$ cat src/rtl/int_mul_seq_pkg.sv
// int_mul_pkg: shared state encoding, step-count helper and parameter legality check for int_mul_seq.
package int_mul_pkg;
    typedef enum logic [1:0] {IDLE, CALC, FIX} mul_state_t;

    function automatic int mul_steps(input int width, input int bpc);
        return width / bpc;
    endfunction

    function automatic bit mul_cfg_ok(input int width, input int bpc);
        return width >= 4 && width % 2 == 0 && (bpc == 1 || bpc == 2 || bpc == 4) && width % bpc == 0;
    endfunction
endpackage

$ cat src/rtl/int_mul_seq_if.sv
// int_mul_seq_if: start/busy/done handshake and operand/product bus between controller and multiplier.
interface int_mul_seq_if #(parameter int WIDTH = 16);
    logic               start;
    logic               sign;
    logic [WIDTH-1:0]   A;
    logic [WIDTH-1:0]   B;
    logic               busy;
    logic               done;
    logic [2*WIDTH-1:0] OUT;

    modport master(output start, sign, A, B, input busy, done, OUT);
    modport slave(input start, sign, A, B, output busy, done, OUT);
endinterface

$ cat src/rtl/int_mul_seq_abs.sv
// int_mul_abs: combinational conditional two's-complement negate.
module int_mul_abs #(parameter int WIDTH = 16) (
    input  logic [WIDTH-1:0] i_val,
    input  logic             i_neg,
    output logic [WIDTH-1:0] o_val
);
    assign o_val = i_neg ? -i_val : i_val;
endmodule

$ cat src/rtl/int_mul_seq.sv
// int_mul_seq: sequential signed/unsigned multiplier retiring BITS_PER_CYCLE multiplier bits per cycle.
// Optional INT_MUL_EARLY_TERM_EN ends CALC once the remaining multiplier bits are all zero.
module int_mul_seq
    import int_mul_pkg::*;
#(
    parameter int WIDTH          = 16,
    parameter int BITS_PER_CYCLE = 1
) (
    input logic         clk,
    input logic         rst,
    int_mul_seq_if.slave bus
);
    localparam int N  = mul_steps(WIDTH, BITS_PER_CYCLE);
    localparam int K  = BITS_PER_CYCLE;
    localparam int CW = $clog2(N + 1);

    if (!mul_cfg_ok(WIDTH, BITS_PER_CYCLE)) begin : g_bad_cfg
        $error("int_mul_seq: illegal WIDTH/BITS_PER_CYCLE combination");
    end

    mul_state_t         r_state;
    logic [WIDTH-1:0]   r_mcand;
    logic [WIDTH-1:0]   r_mplier;
    logic [2*WIDTH-1:0] r_acc;
    logic [2*WIDTH-1:0] r_out;
    logic [CW-1:0]      r_cnt;
    logic               r_neg;
    logic               r_done;

    logic [WIDTH-1:0]   w_abs_a;
    logic [WIDTH-1:0]   w_abs_b;
    logic [2*WIDTH-1:0] w_res;
    logic [WIDTH+K-1:0] w_pp;
    logic [2*WIDTH-1:0] w_part;
    logic               w_last;

    int_mul_abs #(.WIDTH(WIDTH)) u_abs_a (
        .i_val(bus.A), .i_neg(bus.sign & bus.A[WIDTH-1]), .o_val(w_abs_a)
    );
    int_mul_abs #(.WIDTH(WIDTH)) u_abs_b (
        .i_val(bus.B), .i_neg(bus.sign & bus.B[WIDTH-1]), .o_val(w_abs_b)
    );
    int_mul_abs #(.WIDTH(2 * WIDTH)) u_abs_out (
        .i_val(r_acc), .i_neg(r_neg), .o_val(w_res)
    );

    // partial product of the low K multiplier bits, placed at the current digit position
    assign w_pp   = {{K{1'b0}}, r_mcand} * {{WIDTH{1'b0}}, r_mplier[K-1:0]};
    assign w_part = {{(WIDTH-K){1'b0}}, w_pp} << ((N - int'(r_cnt)) * K);

`ifdef INT_MUL_EARLY_TERM_EN
    assign w_last = r_cnt == CW'(1) || (r_mplier >> K) == '0;
`else
    assign w_last = r_cnt == CW'(1);
`endif

    always_ff @(posedge clk) begin
        if (rst) begin
            r_state  <= IDLE;
            r_mcand  <= '0;
            r_mplier <= '0;
            r_acc    <= '0;
            r_out    <= '0;
            r_cnt    <= '0;
            r_neg    <= 1'b0;
            r_done   <= 1'b0;
        end else begin
            r_done <= 1'b0;
            case (r_state)
                IDLE: if (bus.start) begin
                    r_mcand  <= w_abs_a;
                    r_mplier <= w_abs_b;
                    r_neg    <= bus.sign & (bus.A[WIDTH-1] ^ bus.B[WIDTH-1]);
                    r_acc    <= '0;
                    r_cnt    <= CW'(N);
                    r_state  <= CALC;
                end
                CALC: begin
                    r_acc    <= r_acc + w_part;
                    r_mplier <= r_mplier >> K;
                    r_cnt    <= r_cnt - CW'(1);
                    r_state  <= w_last ? FIX : CALC;
                end
                FIX: begin
                    r_out   <= w_res;
                    r_done  <= 1'b1;
                    r_state <= IDLE;
                end
                default: r_state <= IDLE;
            endcase
        end
    end

    // the result-publishing cycle still counts as busy
    assign bus.busy = r_state != IDLE || r_done;
    assign bus.done = r_done;
    assign bus.OUT  = r_out;
endmodule
$ cat src/flat_wrapper.sv
// flat-port wrapper written by rule: the top's interface ports become plain ports
module int_mul_seq_flat import int_mul_pkg::*;
#(
    parameter int WIDTH          = 16,
    parameter int BITS_PER_CYCLE = 1
)
  (clk, rst, bus_start, bus_sign, bus_A, bus_B, bus_busy, bus_done, bus_OUT);
  int_mul_seq_if #(.WIDTH(WIDTH)) bus_i ();
  input logic clk;
  input logic rst;
  input wire logic [$bits(bus_i.start)-1:0] bus_start;
  input wire logic [$bits(bus_i.sign)-1:0] bus_sign;
  input wire logic [$bits(bus_i.A)-1:0] bus_A;
  input wire logic [$bits(bus_i.B)-1:0] bus_B;
  output wire logic [$bits(bus_i.busy)-1:0] bus_busy;
  output wire logic [$bits(bus_i.done)-1:0] bus_done;
  output wire logic [$bits(bus_i.OUT)-1:0] bus_OUT;
  assign bus_i.start = bus_start;
  assign bus_i.sign = bus_sign;
  assign bus_i.A = bus_A;
  assign bus_i.B = bus_B;
  assign bus_busy = bus_i.busy;
  assign bus_done = bus_i.done;
  assign bus_OUT = bus_i.OUT;
  int_mul_seq #(.WIDTH(WIDTH), .BITS_PER_CYCLE(BITS_PER_CYCLE)) u_core (.clk(clk), .rst(rst), .bus(bus_i));
endmodule
$ cat config.mk
export PLATFORM = sky130hd
export DESIGN_NAME = int_mul_seq_flat
export DESIGN_NICKNAME = d
export VERILOG_FILES = /design/src/rtl/int_mul_seq_pkg.sv /design/src/rtl/int_mul_seq_if.sv /design/src/rtl/int_mul_seq_abs.sv /design/src/rtl/int_mul_seq.sv /design/src/flat_wrapper.sv
export SDC_FILE = /design/constraint.sdc
export NUM_CORES = 1
export LEC_CHECK = 0
export ABC_AREA = 1
export CAP_MARGIN = 20
export CORE_MARGIN = 5
export CORE_UTILIZATION = 49
export CTS_CLUSTER_SIZE = 16
export DETAILED_ROUTE_END_ITERATION = 12
export HOLD_SLACK_MARGIN = 0.02
export PLACE_DENSITY = 0.69
export SLEW_MARGIN = 20
export SYNTH_ARGS = -nofsm -noshare
export SYNTH_HDL_FRONTEND = slang
export SYNTH_SLANG_ARGS = --single-unit
$ cat constraint.sdc
create_clock -name clk -period 5.37 [get_ports clk]
set_input_delay 0.8055 -clock clk [delete_from_list [all_inputs] [get_ports clk]]
set_output_delay 0.8055 -clock clk [all_outputs]
set_load 0.03 [all_outputs]
Yosys cells after proc, flatten, opt, wreduce, memory -nomap -nowiden. Index checks and enable logic that the tools add are counted.

Register bits: 105.

Add/subtract/negate cells: 6. Muxes and demuxes: 13. $mul: 1. Reduce and logical (&&, ||, !) cells: 6. Eq/ne operators: 4. Bitwise logic cells: 4. Shift-type cells: 1.

Operators with widths (number): two-way mux 32 bit (2); one-hot mux 32 bit (2 select lines) (1); two-way mux 16 bit (3); adder 32 bit (1); negator 16 bit (2); negator 32 bit (1); one-hot mux 16 bit (2 select lines) (1); << shifter 17 x 32 -> 32 bit (1); multiplier 16 x 1 -> 17 bit (1); one-hot mux 5 bit (2 select lines) (1); subtractor 5 x 5 -> 6 bit, first input constant (1); == test 5 x 1 -> 1 bit, second input constant (1); two-way mux 5 bit (1); subtractor 5 x 1 -> 5 bit, second input constant (1); two-way mux 2 bit (2); one-hot mux 2 bit (2 select lines) (1); AND reduction 2 bit (2); nonzero test 2 bit (2); AND 1 bit (3); == test 2 x 1 -> 1 bit, second input constant (1); == test 2 bit, second input constant (1); logical NOT 2 bit (1); inequality test 2 bit, second input constant (1); logical OR 1 bit (1); other kinds (2) (2).

Depth between registers and ports, before layout.
Depth in word-level cells: 4. Mapped depth: 25.

Cells and area by module. Synthesis repeated with hierarchy kept, for this count alone.

Cell total of the unflattened synthesis: 1444. Area total of the unflattened synthesis: 8897.3 µm².

Modules (own cells, without submodules): int_mul_seq (cells an instance 1047, sequential area each 2102.0 µm², area each 6931.6 µm², times used 1); int_mul_abs (u_core.u_abs_out) (cells an instance 225, sequential area each 0.0 µm², area each 1052.3 µm², times used 1); int_mul_abs (u_core.u_abs_a ...) (cells an instance 86, sequential area each 0.0 µm², area each 456.7 µm², times used 2).

Least setup slack after synthesis. OpenSTA, ideal clock, no wires.

Path type: reg2reg. From: reg u_core.r_cnt[0]. To: reg u_core.r_acc[25]. Cell stages (with the launch flop): 22. Path slack: 1.754 ns. Data required time: 5.251 ns. Path buffers: 3. Setup time: 0.119 ns. Arrival time: 3.497 ns. Path through: dfxtp_1 inv_1 buf_2 ha_1 inv_1 buf_1 buf_2 nor2_1 o21ai_0 nand2_1 nand2_1 o21ai_1 ha_1 nand2_1 nor4_1 nand3_1 nand3_1 nand2_1 nand2_1 a21oi_1 o21ai_0 nand2_1.

Word-level cells in the longest chain between the ends: 4.

RTL lines: start: declaration (RTL line int_mul_seq.sv:26) `logic [CW-1:0] r_cnt;`; start signal: assignment (RTL line int_mul_seq.sv:75) `r_cnt <= CW'(N);`; start signal: assignment (RTL line int_mul_seq.sv:81) `r_cnt <= r_cnt - CW'(1);`; subtractor 5 x 5 -> 6 bit (RTL line int_mul_seq.sv:49) `assign w_part = {{(WIDTH-K){1'b0}}, w_pp} << ((N - int'(r_cnt)) * K);`; << shifter 17 x 32 -> 32 bit (RTL line int_mul_seq.sv:49); adder 32 bit (RTL line int_mul_seq.sv:79) `r_acc <= r_acc + w_part;`; one-hot mux 32 bit (2 select lines) (RTL line int_mul_seq.sv:69) `case (r_state)`; end signal: assignment (RTL line int_mul_seq.sv:79); end: declaration (RTL line int_mul_seq.sv:24) `logic [2*WIDTH-1:0] r_acc;`.

Every way passes these cells. A chain may end at the register's enable or synchronous reset.

Final worst setup path. Ends and elaborated chain as after synthesis.

==> metrics.cfg <==
[run_status]
status = finished, final reports clean

[critical_path]
cp_common_cell = nand2_1
required_ns = 5.63
path_class = reg -> reg
path_cells = inv_1, ha_1, inv_1, nand3_1, nand3_1, nand3_2, nand2_1, nor2_1, ha_1, nand2_1, nor4_1, nand3_1, nand3_1, nand2_1, nand2_1, a21oi_1, o21ai_0, nand2_1
path_buf_inv = 2
crit_arrival_ns = 4.74
max_stage_delay_ns = 0.61
crit_slowest_cell = nor4_1
end_kind = flip-flop
cp-start-kind = flip-flop
critPathMaxFanout = 24
cp_top_family = simple AND/OR/NAND/NOR gates

[detailed_routing]
wl_mm = 25.9
wl_per_cell_um = 16.5
first_pass_iters = 5
vias = 8800
drc = 0
vias_per_cell = 5.61
routed.top_layer = met4
wl_met2_mm = 10.8
drt_iter0_markers = 811
wl_met1_mm = 12.9
wl_met3_mm = 1.69
antenna_left = 0

[pwr]
switching_power_mw = 1.37
sequentialPowerShare = 0.309
total_leakage_power_nw = 4.22
internal-power_mw = 1.63
p_per_area_nw_per_um2 = 319
switching_share = 0.456
clock_power_share = 0.220
pwr-share-comb = 0.471
ir_worst_vdd_mv = 0.181

[clock_network]
cts-root-buf = clkbuf_16
clock-sinks = 105
cts_hold_buf = 0
numCtsBuffers = 9
cts_buffer_depth = 2
cts_tree = done
post_cts_resized = 0
cts_setup_buffers = 0
cts_max_level = 3
path_clk_slew_ns = 0.08
insertion_delay_ns = 0.37

[global_route]
grtUsageTotal = 0.262
grt_pass1_wl_mm = 41.9
grt_max_degree = 58
grt_pass1_vias = 7875
antenna_found_initial = 0
grt-ovfl-total = 0

[floorplan]
initial_core_util = 0.500
ioPinCount = 70
chipWidth_um = 140
die_area_um2 = 19600
placementRows = 47
die_y_um = 140
design.core.area_um2 = 16600

[sta]
fin_tns_setup_ns = 0
finalSetupViolCount = 0
drv_slew = 0
worst_slack_ns = 0.895
slew_headroom = 0.363
period_needed_ns = 4.48
tightest_slew_ns = 0.954
finClkSkew_ns = 0.0146
max_freq_mhz = 223
fin_crit_sh = 0.833
grt_setup_unrepaired = false
finalHoldViolCount = 0

[synth]
yosys.area.top_type = dfxtp_1
avgSynthCellArea_um2 = 6.35
synth_edf_count = 0
ys.warnings.count = 0
synth_cells = 1306
ys.flop_type = dfxtp_1
synth_cell_type_count = 52
yosys-top-cells-area = dfxtp_1 25%, nand2_1 12%, o21ai_0 7.8%
synth_xor_area_frac = 0.0444
synth_compound_area_frac = 0.244
synth-seq-cells = 105
synth_top_family_by_area = simple AND/OR/NAND/NOR gates
yosys.area_share.adder = 0.0567
seq_area_frac_synth = 0.254
synthMuxAreaShare = 0.00362
syn_nets = 1379
synth_top_area_share = 0.254
synthesis.area_um2 = 8290
synthArstFlopShare = 0
synth-simple-area-share = 0.304

[final_layout]
final_common_cell = nand2_1
fill_cells = 1740
fin_nets = 1416
multi_input_area_um2 = 5420
insertedDiodeCount = 0
syn_to_final_growth_pct = 13.4
drive_gt1_frac = 0.0564
area.sequential_um2 = 2100
final_cell_mix = 258 x nand2_1, 139 x nor2_1, 137 x inv_1

[worst_hold_path]
hold_path.class = reg -> reg

[placed_design]
dp_hpwl_mm = 20.4
pre_cts_ws_ns = 0.915
io_buffers = 69
gp_congestion = 0.970

[run]
drv_cap = 0

[cells by family (layout without fill, tap and decap cells)]
group / count (synthesis) / count (layout)
xor gates and xnor gates: 39 / 39
AOI/OAI and AO/OA: 352 / 352
DFF: 105 / 105
and+or+nand+nor: 573 / 573
buffers and inverters: 197 / 239
adders and majority gates: 37 / 37
muxes: 3 / 3
[routing by layer]
metal	up-vias	global-route usage
met5	-	0
met4	0	0.0648
met3	32	0.0426
met2	262	0.393
met1	4016	0.393
li1	4490	-
[synthesized netlist by cell type, types with 6 or more instances]
master,n
buf_2,9
nand2_1,258
inv_1,137
clkbuf_1,35
ha_1,36
nor3_1,13
or2_1,7
o21ai_0,129
nor4_1,9
xor2_1,32
o21ai_1,20
o211ai_1,30
a31oi_1,7
nand3_2,8
a21o_1,6
nand4_1,24
o22ai_1,8
nor2_1,140
o21ai_2,10
nand3_1,95
o221ai_1,6
a21oi_1,114
dfxtp_1,105
[per-stage QoR]
step / instance area, um^2 / hold WS (ns) / std cells / power [mW] / utilization
finish: 9400 / 0.459 / 1568 / 3.00 / 0.567
global route: 9400 / 0.476 / 1568 / 3.23 / 0.567
CTS: 9380 / 0.456 / 1567 / 3.01 / 0.566
detailed placement: 9090 / 0.441 / 1551 / 2.34 / 0.548
global placement: 9090 / 0.439 / 1551 / 2.33 / 0.548
floorplan: 8290 / 0.426 / 1306 / 1.97 / -
[tightest hold or removal path: stages (launching register included)]
cell and delay [ns]:
dfxtp_1 0.32, nand2_1 0.06, nand2_1 0.04
[state kept, by name (all words and copies together), names as in the netlist]
register         count
u_core.r_neg         1
u_core.r_cnt         5
u_core.r_mplier     16
u_core.r_mcand      16
u_core.bus.OUT      32
u_core.bus.done      1
u_core.r_acc        32
u_core.r_state       2
[path summary, 6_finish.rpt]
| path | start | endpoint | slack, ns | cells past startpoint |
|---|---|---|---|---|
| setup / recovery | u_core.r_cnt[0] | u_core.r_acc[25] | 0.89 | 18 |
| hold / removal | u_core.r_mplier[14] | u_core.r_mplier[14] | 0.46 | 2 |
| setup reg to reg | u_core.r_cnt[0] | u_core.r_acc[25] | 0.89 | 18 |
| hold reg to reg | u_core.r_mplier[14] | u_core.r_mplier[14] | 0.46 | 2 |
[layout make-up]
| cell class | instances | share of cell area |
|---|---|---|
| clock inverters | 7 | 0.00666 |
| multi-input cells | 1004 | 0.576 |
| repair buffers | 79 | 0.0828 |
| well taps | 220 | 0.0293 |
| inverters | 144 | 0.0575 |
| clock buffers | 9 | 0.0240 |
| flip-flops and latches | 105 | 0.224 |
[power by group through the flow]
stage | clock network [mW] | registers [mW] | logic [mW]
6_report | 0.661 | 0.927 | 1.41
4_1_cts | 0.682 | 0.923 | 1.40
2_1_floorplan | 0 | 0.908 | 1.06
3_3_place_gp | 0 | 0.940 | 1.39
3_5_place_dp | 0 | 0.941 | 1.40
5_1_grt | 0.712 | 0.934 | 1.59
Note: power is estimated with default switching activity, not from simulation.
